<file path="src/rtl/key_conditioner.sv">
// key_conditioner
//
// Conditions raw board push-buttons for the game core. Each key passes through
// a 2-FF synchronizer, polarity normalization, a counter-based debouncer and
// registered press/release edge detection. An optional auto-repeat pulse
// generator is compiled in when the macro KEY_AUTOREPEAT_EN is defined.
// Without it, keys_repeat is tied to 0.
//
// Ports:
//   clk          board clock
//   reset        asynchronous, active-high reset
//   keys_in      raw asynchronous button inputs
//   keys_level   debounced level, 1 = pressed
//   keys_press   one-cycle pulse in the first cycle keys_level reads 1
//   keys_release one-cycle pulse in the first cycle keys_level reads 0 after 1
//   keys_repeat  auto-repeat pulses while held (0 when the feature is absent)

module key_conditioner #(
  parameter int unsigned N_KEYS     = 4,
  parameter int unsigned DEB_CYCLES = 500000,
  parameter int unsigned ACTIVE_LOW = 0,
  parameter int unsigned REP_DELAY  = 25000000,
  parameter int unsigned REP_PERIOD = 5000000
) (
  input  logic              clk,
  input  logic              reset,
  input  logic [N_KEYS-1:0] keys_in,
  output logic [N_KEYS-1:0] keys_level,
  output logic [N_KEYS-1:0] keys_press,
  output logic [N_KEYS-1:0] keys_release,
  output logic [N_KEYS-1:0] keys_repeat
);

  if (DEB_CYCLES < 1 || REP_DELAY < 1 || REP_PERIOD < 1) begin : g_param_check
    $error("key_conditioner: DEB_CYCLES, REP_DELAY and REP_PERIOD must be >= 1");
  end

  localparam int unsigned DEB_W = $clog2(DEB_CYCLES + 1);
  localparam logic [DEB_W-1:0] DEB_LAST = DEB_W'(DEB_CYCLES - 1);
  // Raw value of a released key; also the synchronizer reset value.
  localparam logic [N_KEYS-1:0] IDLE_RAW = (ACTIVE_LOW != 0) ? '1 : '0;

  logic [N_KEYS-1:0] sync1;
  logic [N_KEYS-1:0] sync2;
  logic [N_KEYS-1:0] samp;
  logic [N_KEYS-1:0] level_next;
  logic [DEB_W-1:0]  cnt      [N_KEYS];
  logic [DEB_W-1:0]  cnt_next [N_KEYS];

  // Normalized sample: 1 = pressed regardless of board polarity.
  assign samp = sync2 ^ IDLE_RAW;

  // Debouncer: count consecutive samples that disagree with the accepted
  // level; any agreeing sample restarts the count.
  always_comb begin
    level_next = keys_level;
    for (int i = 0; i < N_KEYS; i++) begin
      cnt_next[i] = cnt[i];
      if (samp[i] == keys_level[i]) begin
        cnt_next[i] = '0;
      end else if (cnt[i] == DEB_LAST) begin
        level_next[i] = samp[i];
        cnt_next[i]   = '0;
      end else begin
        cnt_next[i] = cnt[i] + DEB_W'(1);
      end
    end
  end

  always_ff @(posedge clk or posedge reset) begin
    if (reset) begin
      sync1        <= IDLE_RAW;
      sync2        <= IDLE_RAW;
      keys_level   <= '0;
      keys_press   <= '0;
      keys_release <= '0;
      for (int i = 0; i < N_KEYS; i++) begin
        cnt[i] <= '0;
      end
    end else begin
      sync1        <= keys_in;
      sync2        <= sync1;
      keys_level   <= level_next;
      // Registered alongside the level so each pulse lines up with the first
      // cycle of the new level.
      keys_press   <= level_next & ~keys_level;
      keys_release <= ~level_next & keys_level;
      for (int i = 0; i < N_KEYS; i++) begin
        cnt[i] <= cnt_next[i];
      end
    end
  end

`ifdef KEY_AUTOREPEAT_EN
  localparam int unsigned REP_MAX = (REP_DELAY > REP_PERIOD) ? REP_DELAY : REP_PERIOD;
  localparam int unsigned REP_W   = $clog2(REP_MAX + 1);
  localparam logic [REP_W-1:0] DELAY_LAST  = REP_W'(REP_DELAY - 1);
  localparam logic [REP_W-1:0] PERIOD_LAST = REP_W'(REP_PERIOD - 1);

  logic [REP_W-1:0]  rep_cnt [N_KEYS];
  // Set until the first repeat of a hold has been issued.
  logic [N_KEYS-1:0] rep_first;

  // rep_cnt counts cycles since the press or the previous repeat pulse. It is
  // driven from level_next so a falling level suppresses any pulse landing in
  // the release cycle.
  always_ff @(posedge clk or posedge reset) begin
    if (reset) begin
      keys_repeat <= '0;
      rep_first   <= '0;
      for (int i = 0; i < N_KEYS; i++) begin
        rep_cnt[i] <= '0;
      end
    end else begin
      for (int i = 0; i < N_KEYS; i++) begin
        if (level_next[i] && !keys_level[i]) begin
          rep_cnt[i]     <= '0;
          rep_first[i]   <= 1'b1;
          keys_repeat[i] <= 1'b0;
        end else if (level_next[i]) begin
          if (rep_cnt[i] == (rep_first[i] ? DELAY_LAST : PERIOD_LAST)) begin
            rep_cnt[i]     <= '0;
            rep_first[i]   <= 1'b0;
            keys_repeat[i] <= 1'b1;
          end else begin
            rep_cnt[i]     <= rep_cnt[i] + REP_W'(1);
            keys_repeat[i] <= 1'b0;
          end
        end else begin
          rep_cnt[i]     <= '0;
          rep_first[i]   <= 1'b0;
          keys_repeat[i] <= 1'b0;
        end
      end
    end
  end
`else
  assign keys_repeat = '0;
`endif

endmodule

</file>
<file path="config.mk">
export PLATFORM = sky130hd
export DESIGN_NAME = key_conditioner
export DESIGN_NICKNAME = d
export VERILOG_FILES = /design/src/rtl/key_conditioner.sv
export SDC_FILE = /design/constraint.sdc
export NUM_CORES = 1
export LEC_CHECK = 0
export CELL_PAD_IN_SITES_DETAIL_PLACEMENT = 0
export CELL_PAD_IN_SITES_GLOBAL_PLACEMENT = 1
export CORE_ASPECT_RATIO = 0.75
export CORE_UTILIZATION = 50
export DETAILED_ROUTE_END_ITERATION = 12
export PLACE_DENSITY = 0.82
export SLEW_MARGIN = 25
export SYNTH_ARGS = -nofsm -noshare
export SYNTH_HDL_FRONTEND = slang
export SYNTH_SLANG_ARGS = --single-unit
</file>
<file path="constraint.sdc">
create_clock -name clk -period 5.9 [get_ports clk]
set_input_delay 0.885 -clock clk [delete_from_list [all_inputs] [get_ports clk]]
set_output_delay 0.885 -clock clk [all_outputs]
set_load 0.02 [all_outputs]
</file>
; After elaboration in Yosys (flattened, before gate mapping)
; Index checks and enable logic that the tools add are counted.
[classes]
n_addsub = 4
n_bitwise = 4
n_mux = 16
n_eq_ne = 8
[op_table]
columns = op, count
row1 = 19-bit 2-to-1 mux, 8
row2 = 19-bit by 1-bit adder with 19-bit output (second input constant), 4
row3 = 19-bit == test (second input constant), 4
row4 = 4-bit AND, 2
row5 = 1-bit 2-to-1 mux, 8
row6 = 4-bit NOT, 2
row7 = 1-bit == test, 4
[word_totals]
in_bits = 6
word_cells = 41
register_bits = 96

; Depth between registers and ports, before layout
; Gate-level depths: netlist of run 1.
[depth]
ltp_word = 5
mapped_depth = 7
ltp_nobuf = 5

; Least setup slack after synthesis of run 1
; No wires, ideal clock.
[synth_timing]
path_kind = flip-flop to flip-flop
startpoint = reg cnt[19] (netlist bit)
endpoint = reg cnt[23] (netlist bit)
setup_ns = 0.121
stages_incl_launch_ff = 8
t_required_ns = 5.779
setup_slack_ns = 3.983
t_arrival_ns = 1.795
period_less_slack_ns = 1.917
cell_sequence = dfrtp_1 ha_1 and4_2 clkbuf_1 nand4_1 o21ai_1 buf_2 nor2_1
[synth_rtl]
columns = element, line
row1 = "start, declared", 47  ; logic [DEB_W-1:0] cnt [N_KEYS];
row2 = "start signal, assigned by index", 89  ; cnt[i] <= cnt_next[i];

; Final worst setup path of run 1
[layout_timing]
startpoint = reg keys_level[2]
endpoint = out keys_level[2]
[layout_rtl]
columns = element, line
row1 = "start, declared", 28  ; output logic [N_KEYS-1:0] keys_level,
row2 = "start signal, assigned", 83  ; keys_level <= level_next;
; No word-level cell between the ends.

==> impl_metrics.csv, run 1 <==
group,metric,value,unit
outcome,outcome,"complete, but fails checks",
outcome,violations,"DRC",
layout,fill_cells,731,
synth,synth.avg_cell_area,10.3,sq um
route,drc,2,
synth,synthCells,434,
grt,grt_max_degree,56,
synth,synth_warnings,0,
place,place_hpwl,5500,um
floorplanning,die_y,83.9,um
grt,grt_antenna_before_repair,0,
grt,overflow,0,
synth,synth.distinct_cells,35,
synth,yosysTopAreaCell,"dfrtp_1",
layout,drive_above_1_share,0.0722,
setup_path,cp_data_arrival_time,1390,ps
timing,worst_pin_slew,707,ps
setup_path,crit_path_max_fanout,5,
clock_network,cts.sinks,96,
layout,layout_common_cells,"dfrtp_1, nor2_1, xor2_1, nand3_1, nand2_1",
layout,antenna_cells,0,
flow_run,maxCapViolCount,0,
route,postRouteAntennaNets,0,
clock_network,cts_root_buffer,"clkbuf_16",
floorplanning,die_area,9330,sq um
timing,hold_viol,0,
setup_path,critPathSlowestCell,"clkdlybuf4s50_1",
place,place_congestion,0.818,
setup_path,required,5020,ps
clock_network,cts_resized,0,
clock_network,clk_pin_slew,70,ps
floorplanning,io_pins,22,
synth,ys_seq_area_frac,0.537,
route,wl_per_cell,14.4,um
pwr,irDropWorstVdd,0.184,mV
synth,synth_top_area_share,0.537,
layout,fin_nets,462,
setup_path,r2r-start,"cnt[0]",
hold_path,hold_path.class,"register to register",
layout,mostFrequentLayoutCell,"dfrtp_1",
clock_network,clock_latency,340,ps
route,via_per_inst,5.63,
clock_network,holdBufCountCts,0,
route,firstDrtPassIters,8,
timing,setup_viol,0,
floorplanning,coreArea,8560,sq um
timing,min_period,2280,ps
clock_network,cts_tree,"yes",
timing,slew_viol_final,0,
setup_path,criticalPathCategory,"register to primary output",
synth,yosys-top-cells-area,"dfrtp_1, xor2_1, nor2_1",
timing,period_share,0.386,
synth,syn_area,4470,sq um
clock_network,h-tree-depth,3,
synth,ys_seq_elements,96,
setup_path,path_delay_family,"buffers and inverters",
clock_network,cts_setup_buffers,0,
grt,grt_pass1_wl,14800,um
floorplanning,dieWidth,111,um
hold_path,min_from,"sync1[3]",
place,io_buffers,17,
timing,relSlewSlack,0.529,
grt,grt_pass1_vias,3174,
setup_path,crit_path_cell_trace,"clkdlybuf4s50_1",
pwr,p_total,0.00131,W
timing,rsz0062_at_grt,"false",
grt,grt_usage,0.197,
floorplanning,rows,29,
pwr,power.leakage,2.10,nW
setup_path,worstSetupStartpointType,"register",
timing,fmax,439,MHz
setup_path,crit_start,"keys_level[2]",
setup_path,end_kind,"primary output",
clock_network,clock_path_buffers,2,
setup_path,critPathMaxStageDelay,630,ps
pwr,powerDensity,259,nW/um^2
route,routed_wl,8140,um
floorplanning,start_util,0.522,
clock_network,cts_buffers,9,
setup_path,crit_buf_inv,1,
layout,syn2layout_area_growth,12.8,%
route,vias,3179,
route,drtIter0Drc,160,
timing,finalClockSkew,7.15,ps
timing,final.setup.tns,0,ps
final timing paths:
check                           slack [ps]       endpoint  cells past startpoint
worst max-delay path                  3620  keys_level[2]                      1
worst min-delay path                   350        samp[3]                      0
worst max register to register        3750        cnt[18]                      5
min in group asynchronous              930        cnt[14]                      2
worst min register to register         350        samp[3]                      0
max in group asynchronous             3920        cnt[36]                      3
synth_stat cells (all sizes together):
library cell	instances
or4	6
nor4b	4
and3b	1
and2	4
nor4bb	2
nand2	23
xor2	34
nand3	29
clkbuf	8
or3	11
a21oi	16
nor2	60
conb	1
and4b	2
dfrtp	96
inv	7
mux2	4
nor4	8
nand3b	1
buf	8
and3	13
ha	4
or4b	2
or2	4
nor3	4
nand4	21
and4	12
o31ai	4
xnor2	21
nor3b	8
o21ai	16
where the power goes:
part	switching [W]	internal, W
Clock	0.000256	0.000333
Combinational	0.0000292	0.0000121
Sequential	0.00000920	0.000667
metal layers:
| metal | up-vias | share of wire | wire length, um | track usage |
|---|---|---|---|---|
| met5 | - | 0 | 0 | 0 |
| met4 | 0 | 0.011 | 87 | 0.0590 |
| met3 | 9 | 0.026 | 208 | 0.0428 |
| met2 | 38 | 0.44 | 3610 | 0.299 |
| met1 | 1567 | 0.52 | 4240 | 0.283 |
| li1 | 1565 | - | - | - |
layout make-up:
type	count	area, sq um	area share
sequential	96	2400	0.476
multi-input combinational	318	1980	0.393
clock buffer	9	225	0.0447
timing repair buffer	20	193	0.0382
tap	108	135	0.0268
clock inverter	7	77.6	0.0154
inverter	7	28.8	0.00571
cell families after synthesis:
group,share of synthesized area
compound gates,0.0425
buf+inv,0.0238
mux,0.0101
other cells,0.000839
fa+ha+maj,0.0112
xor+xnor,0.108
simple gates,0.266
flops,0.537
stage by stage:
| step | utilization | setup WS (ps) | instances | hold slack [ps] | area (sq um) |
|---|---|---|---|---|---|
| 5_1_grt | 0.589 | 3570 | 565 | 368 | 5040 |
| 3_5_place_dp | 0.553 | 3440 | 549 | 336 | 4740 |
| 6_report | 0.589 | 3620 | 565 | 349 | 5040 |
| 4_1_cts | 0.589 | 3600 | 565 | 353 | 5040 |
| 3_3_place_gp | 0.553 | 3460 | 549 | 335 | 4730 |
| 2_1_floorplan | - | 2510 | 437 | 331 | 4480 |
state kept, by name, indices dropped and copies added (netlist names):
signal and flops:
cnt 76, keys_level 4, keys_press 4, keys_release 4
samp 4, sync1 4
Note: power is estimated with default switching activity, not from simulation.
==> inputs of run 2 (changes only) <==
CORE_UTILIZATION = 48   (was 50)
PLACE_DENSITY = 0.79   (was 0.82)
clock period = 2.3 ns   (was 5.9 ns; I/O delays follow)
==> run 2 against run 1 <==
  * The flow now finishes without violations
  * Via count down 1.3%
  * Sequential power rose to 2.6 times the previous value
  * First-iteration DRC count up 18%
  * Combinational power rose to 2.9 times the previous value
  * Critical path type is now register to register
  * Critical endpoint is now cnt[18]
==> impl_metrics.csv, run 2 (same netlist as run 1, synthesis figures left out) <==
group,metric,value,unit
outcome,outcome,"finished, final reports clean",
place,io_buffers,17,
setup_path,required,2570,ps
pwr,p_int,0.00262,W
setup_path,rrSetupSlack,360,ps
clock_network,cts_buffers,9,
layout,final_util,0.569,
clock_network,clock_latency,350,ps
floorplanning,die_area,9710,sq um
grt,overflow,0,
route,wl_per_cell,13.6,um
clock_network,cts.sinks,96,
place,place_congestion,0.801,
layout,largest_register,"cnt",
setup_path,cp_data_arrival_time,2220,ps
timing,setup_viol,0,
timing,min_period,1940,ps
layout,multi_input_area,1970,sq um
layout,final_area,5150,sq um
clock_network,clock_path_buffers,2,
timing,finalClockSkew,8.46,ps
layout,antenna_cells,0,
pwr,irDropWorstVdd,0.570,mV
place,placed_cell_area,4840,sq um
pwr,power.leakage,2.14,nW
layout,seqCellArea,2400,sq um
clock_network,cts_root_buffer,"clkbuf_16",
layout,syn2layout_area_growth,15.1,%
pwr,p_comb_frac,0.035,
clock_network,cts_tree,"yes",
layout,fill_cells,771,
setup_path,criticalPathCategory,"register to register",
pwr,switching_share,0.227,
grt,grt_max_degree,49,
clock_network,cts_resized,0,
place,place_hpwl,5590,um
route,via_per_inst,5.28,
timing,fmax,515,MHz
pwr,power_frac_seq,0.512,
layout,layout_common_cells,"dfrtp_1, nor2_1, xor2_1, nand3_1, nand2_1",
floorplanning,io_pins,22,
grt,grt_pass1_vias,2972,
setup_path,worstSetupStartpointType,"register",
timing,hold-worst-slack,295,ps
timing,final.setup.tns,0,ps
route,routed_wl,8100,um
clock_network,h-tree-depth,3,
pwr,powerDensity,658,nW/um^2
pwr,pwr-share-clk,0.452,
route,vias,3139,
route,drtIter0Drc,188,
clock_network,holdBufCountCts,0,
setup_path,end_kind,"register",
flow_run,maxCapViolCount,0,
pwr,power_switching,0.000769,W
timing,rsz0062_at_grt,"false",
timing,hold_viol,0,
setup_path,crit_path_max_fanout,4,
clock_network,cts_setup_buffers,0,
route,firstDrtPassIters,4,
route,postRouteAntennaNets,0,
timing,slew_viol_final,0,
timing,period_share,0.845,
layout,drive_above_1_share,0.0858,
layout,mostFrequentLayoutCell,"dfrtp_1",
grt,grt_antenna_before_repair,0,
grt,grt_usage,0.188,
floorplanning,rows,30,
floorplanning,dieWidth,113,um
floorplanning,coreArea,9050,sq um
grt,grt_pass1_wl,14200,um
floorplanning,start_util,0.494,
floorplanning,die_y,85.6,um
hold_path,hold_path.class,"primary input to async pin",
layout,fin_nets,471,
route,drc,0,
clock_network,clk_pin_slew,70,ps
layout,largest_reg_flops,76,
==> run 2: worst paths after layout <==
kind,startpoint,end,cells past startpoint
max in group asynchronous,reset,cnt[30],3
min in group clk,sync1[0],samp[0],0
worst min-delay path,reset,cnt[29],2
worst max register to register,cnt[0],cnt[18],5
worst min register to register,sync1[0],samp[0],0
worst max-delay path,cnt[0],cnt[18],5
==> run 2: worst max-delay path, stage by stage, from the launching register on <==
cell     delay, ps
dfrtp_1        390
ha_1           250
nand4_1        150
or4_1          580
or3_1          360
a21oi_1        140
==> run 2: cell type report <==
class | instances | share of cell area
Clock buffer | 9 | 0.0438
Clock inverter | 7 | 0.0163
Inverter | 7 | 0.00583
Multi-Input combinational cell | 318 | 0.383
Sequential cell | 96 | 0.467
Tap cell | 128 | 0.0311
Timing Repair Buffer | 29 | 0.0530
==> run 2: layer usage <==
metal,GRT usage,wire [um]
met4,0.0718,85
met3,0.0488,237
met5,0,0
met1,0.271,4250
met2,0.273,3520
==> run 2: stage by stage <==
step	setup WS, ps	std cells	power (W)
6_report	357	594	0.00339
5_1_grt	260	594	0.00353
4_1_cts	353	594	0.00344
3_5_place_dp	357	578	0.00189
3_3_place_gp	407	578	0.00189
2_1_floorplan	383	437	0.00184
==> run 2: power by group through the flow <==
| stage | clock network, W | logic (W) | registers (W) |
|---|---|---|---|
| after global routing | 0.00165 | 0.000138 | 0.00174 |
| after global placement | 0 | 0.000122 | 0.00177 |
| after floorplan | 0 | 0.0000805 | 0.00176 |
| final | 0.00153 | 0.000120 | 0.00174 |
| after detailed placement | 0 | 0.000122 | 0.00177 |
| after CTS | 0.00159 | 0.000123 | 0.00173 |
==> inputs of run 3 (changes only) <==
CORE_UTILIZATION = 43   (was 48)
PLACE_DENSITY = 0.75   (was 0.79)
clock period = 1.7 ns   (was 2.3 ns; I/O delays follow)
==> run 3 against run 2 <==
  * The flow now finishes with violations (setup timing)
  * Die area rose by 11%
  * Power rose by 40%
  * Cell count rose by 12%
  * Critical path depth fell by 1
  * Combinational power rose by 77%
  * Design area rose by 14%
  * Sequential power rose by 34%
  * Flip-flop and latch count did not move
  * Register-to-register slack got worse by 420 ps
  * Clock-buffer cell count rose by 1
  * Clock skew fell by 0.68 ps
  * Critical path type unchanged
  * Critical endpoint is now cnt[36]
  * Largest cell class unchanged
==> impl_metrics.csv, run 3 (same netlist as run 1, synthesis figures left out) <==
group,metric,value,unit
outcome,outcome,"complete, but fails checks",
outcome,violations,"setup timing",
timing,hold_viol,0,
layout,syn2layout_area_growth,31.5,%
layout,drive_above_1_share,0.260,
clock_network,clock_path_buffers,2,
timing,finalClockSkew,7.78,ps
clock_network,cts_root_buffer,"clkbuf_16",
route,drc,0,
place,pre_cts_slack,-126,ps
route,via_per_inst,5.20,
grt,grt_pass1_wl,15800,um
grt,grt_pass1_vias,3388,
layout,antenna_cells,0,
clock_network,cts.sinks,96,
layout,layout_common_cells,"dfrtp_1, buf_4, nor2_1, xor2_1, nand3_1",
pwr,switching_share,0.212,
floorplanning,coreArea,9890,sq um
route,firstDrtPassIters,4,
pwr,irDropWorstVdd,0.617,mV
clock_network,h-tree-depth,3,
floorplanning,io_pins,22,
route,drtIter0Drc,202,
grt,grt_usage,0.183,
pwr,p_int,0.00373,W
layout,seqCellArea,2400,sq um
setup_path,crit_path_max_fanout,6,
route,vias,3447,
timing,final.setup.tns,-107,ps
setup_path,required,1970,ps
setup_path,rrSetupSlack,-60,ps
layout,multi_input_area,2160,sq um
setup_path,cp_data_arrival_time,2030,ps
clock_network,clk_pin_slew,70,ps
timing,worst_slack,-63.2,ps
pwr,power.leakage,2.57,nW
setup_path,criticalPathCategory,"register to register",
layout,fill_cells,842,
timing,setup_viol,3,
timing,fmax,567,MHz
pwr,power_switching,0.00100,W
route,routed_wl,9270,um
route,postRouteAntennaNets,0,
layout,mostFrequentLayoutCell,"dfrtp_1",
layout,fin_nets,536,
setup_path,worstSetupStartpointType,"register",
place,io_buffers,17,
layout,largest_register,"cnt",
place,place_congestion,0.787,
pwr,power_frac_seq,0.496,
timing,min_period,1760,ps
route,wl_per_cell,14.0,um
timing,rsz0062_at_grt,"true",
flow_run,maxCapViolCount,0,
clock_network,cts_buffers,9,
hold_path,hold_path.class,"primary input to register",
pwr,p_comb_frac,0.045,
grt,grt_antenna_before_repair,0,
layout,largest_reg_flops,76,
clock_network,holdBufCountCts,0,
timing,slew_viol_final,0,
timing,period_share,1.04,
floorplanning,die_area,10800,sq um
floorplanning,rows,31,
place,place_hpwl,6130,um
grt,overflow,0,
floorplanning,dieWidth,120,um
floorplanning,die_y,90.3,um
clock_network,clock_latency,340,ps
grt,grt_max_degree,97,
clock_network,cts_tree,"yes",
pwr,powerDensity,805,nW/um^2
floorplanning,start_util,0.452,
setup_path,end_kind,"register",
pwr,pwr-share-clk,0.459,
-- run 3: changes by cell type in the layout (fill, tap and decap cells not counted), sizes merged --
cell,before,now
dlymetal6s2s,0,1
clkinv,1,3
inv,10,6
buf,12,77
clkbuf,9,10
clkdlybuf4s50,17,15
dlygate4sd2,0,1
bufinv,1,2
-- run 3: area by class of cell --
cell class,instances,area share
tap,132,0.0281
multi-input combinational,318,0.368
inverter,7,0.00511
sequential,96,0.409
clock buffer,10,0.0407
timing repair buffer,94,0.135
clock inverter,6,0.0141
-- run 3: layer usage --
| metal | vias up | GRT usage | wire [um] |
|---|---|---|---|
| li1 | 1703 | - | - |
| met1 | 1688 | 0.262 | 4790 |
| met2 | 48 | 0.273 | 4100 |
| met3 | 8 | 0.0429 | 277 |
| met4 | 0 | 0.0604 | 107 |
| met5 | - | 0 | 0 |
-- run 3: worst paths after layout --
check                           cells past startpoint            end        from
min in group asynchronous                           3        cnt[33]       reset
worst max-delay path                                4        cnt[36]     cnt[20]
worst min register to register                      0        samp[1]    sync1[1]
max in group asynchronous                           3  keys_level[1]       reset
worst min-delay path                                1       sync1[0]  keys_in[0]
worst max register to register                      4        cnt[36]     cnt[20]
-- run 3: metrics by stage --
| step | utilization | cells | instance area (sq um) | hold slack [ps] | total power (W) |
|---|---|---|---|---|---|
| finish | 0.594 | 663 | 5880 | 350 | 0.00473 |
| floorplan | - | 437 | 4540 | 286 | 0.00250 |
| global route | 0.594 | 663 | 5880 | 353 | 0.00491 |
| CTS | 0.573 | 655 | 5670 | 348 | 0.00477 |
| detailed placement | 0.534 | 634 | 5280 | 340 | 0.00258 |
| global placement | 0.534 | 634 | 5280 | 336 | 0.00258 |
-- run 3: power groups by stage --
| stage | Combinational (W) | Clock, W | Sequential [W] |
|---|---|---|---|
| after floorplan | 0.000113 | 0 | 0.00238 |
| after global placement | 0.000195 | 0 | 0.00238 |
| after detailed placement | 0.000198 | 0 | 0.00239 |
| after CTS | 0.000202 | 0.00222 | 0.00234 |
| after global routing | 0.000240 | 0.00233 | 0.00235 |
| final | 0.000213 | 0.00217 | 0.00234 |
-- run 3: repair_timing --
| item | in CTS | in global routing |
|---|---|---|
| resized for setup | 7 | 34 |
| endpoints found under the setup margin | 9 | 39 |
| setup buffers | 5 | 9 |
| pin swaps | 2 | 8 |
| cloned | 0 | 1 |
| endpoints found under the hold margin | 0 | 0 |
-- run 3: critical path, stage by stage, from the launching register on --
cell,delay [ps]
dfrtp_1,410
nand2_2,70
or4b_4,580
or4_4,500
a21oi_2,140
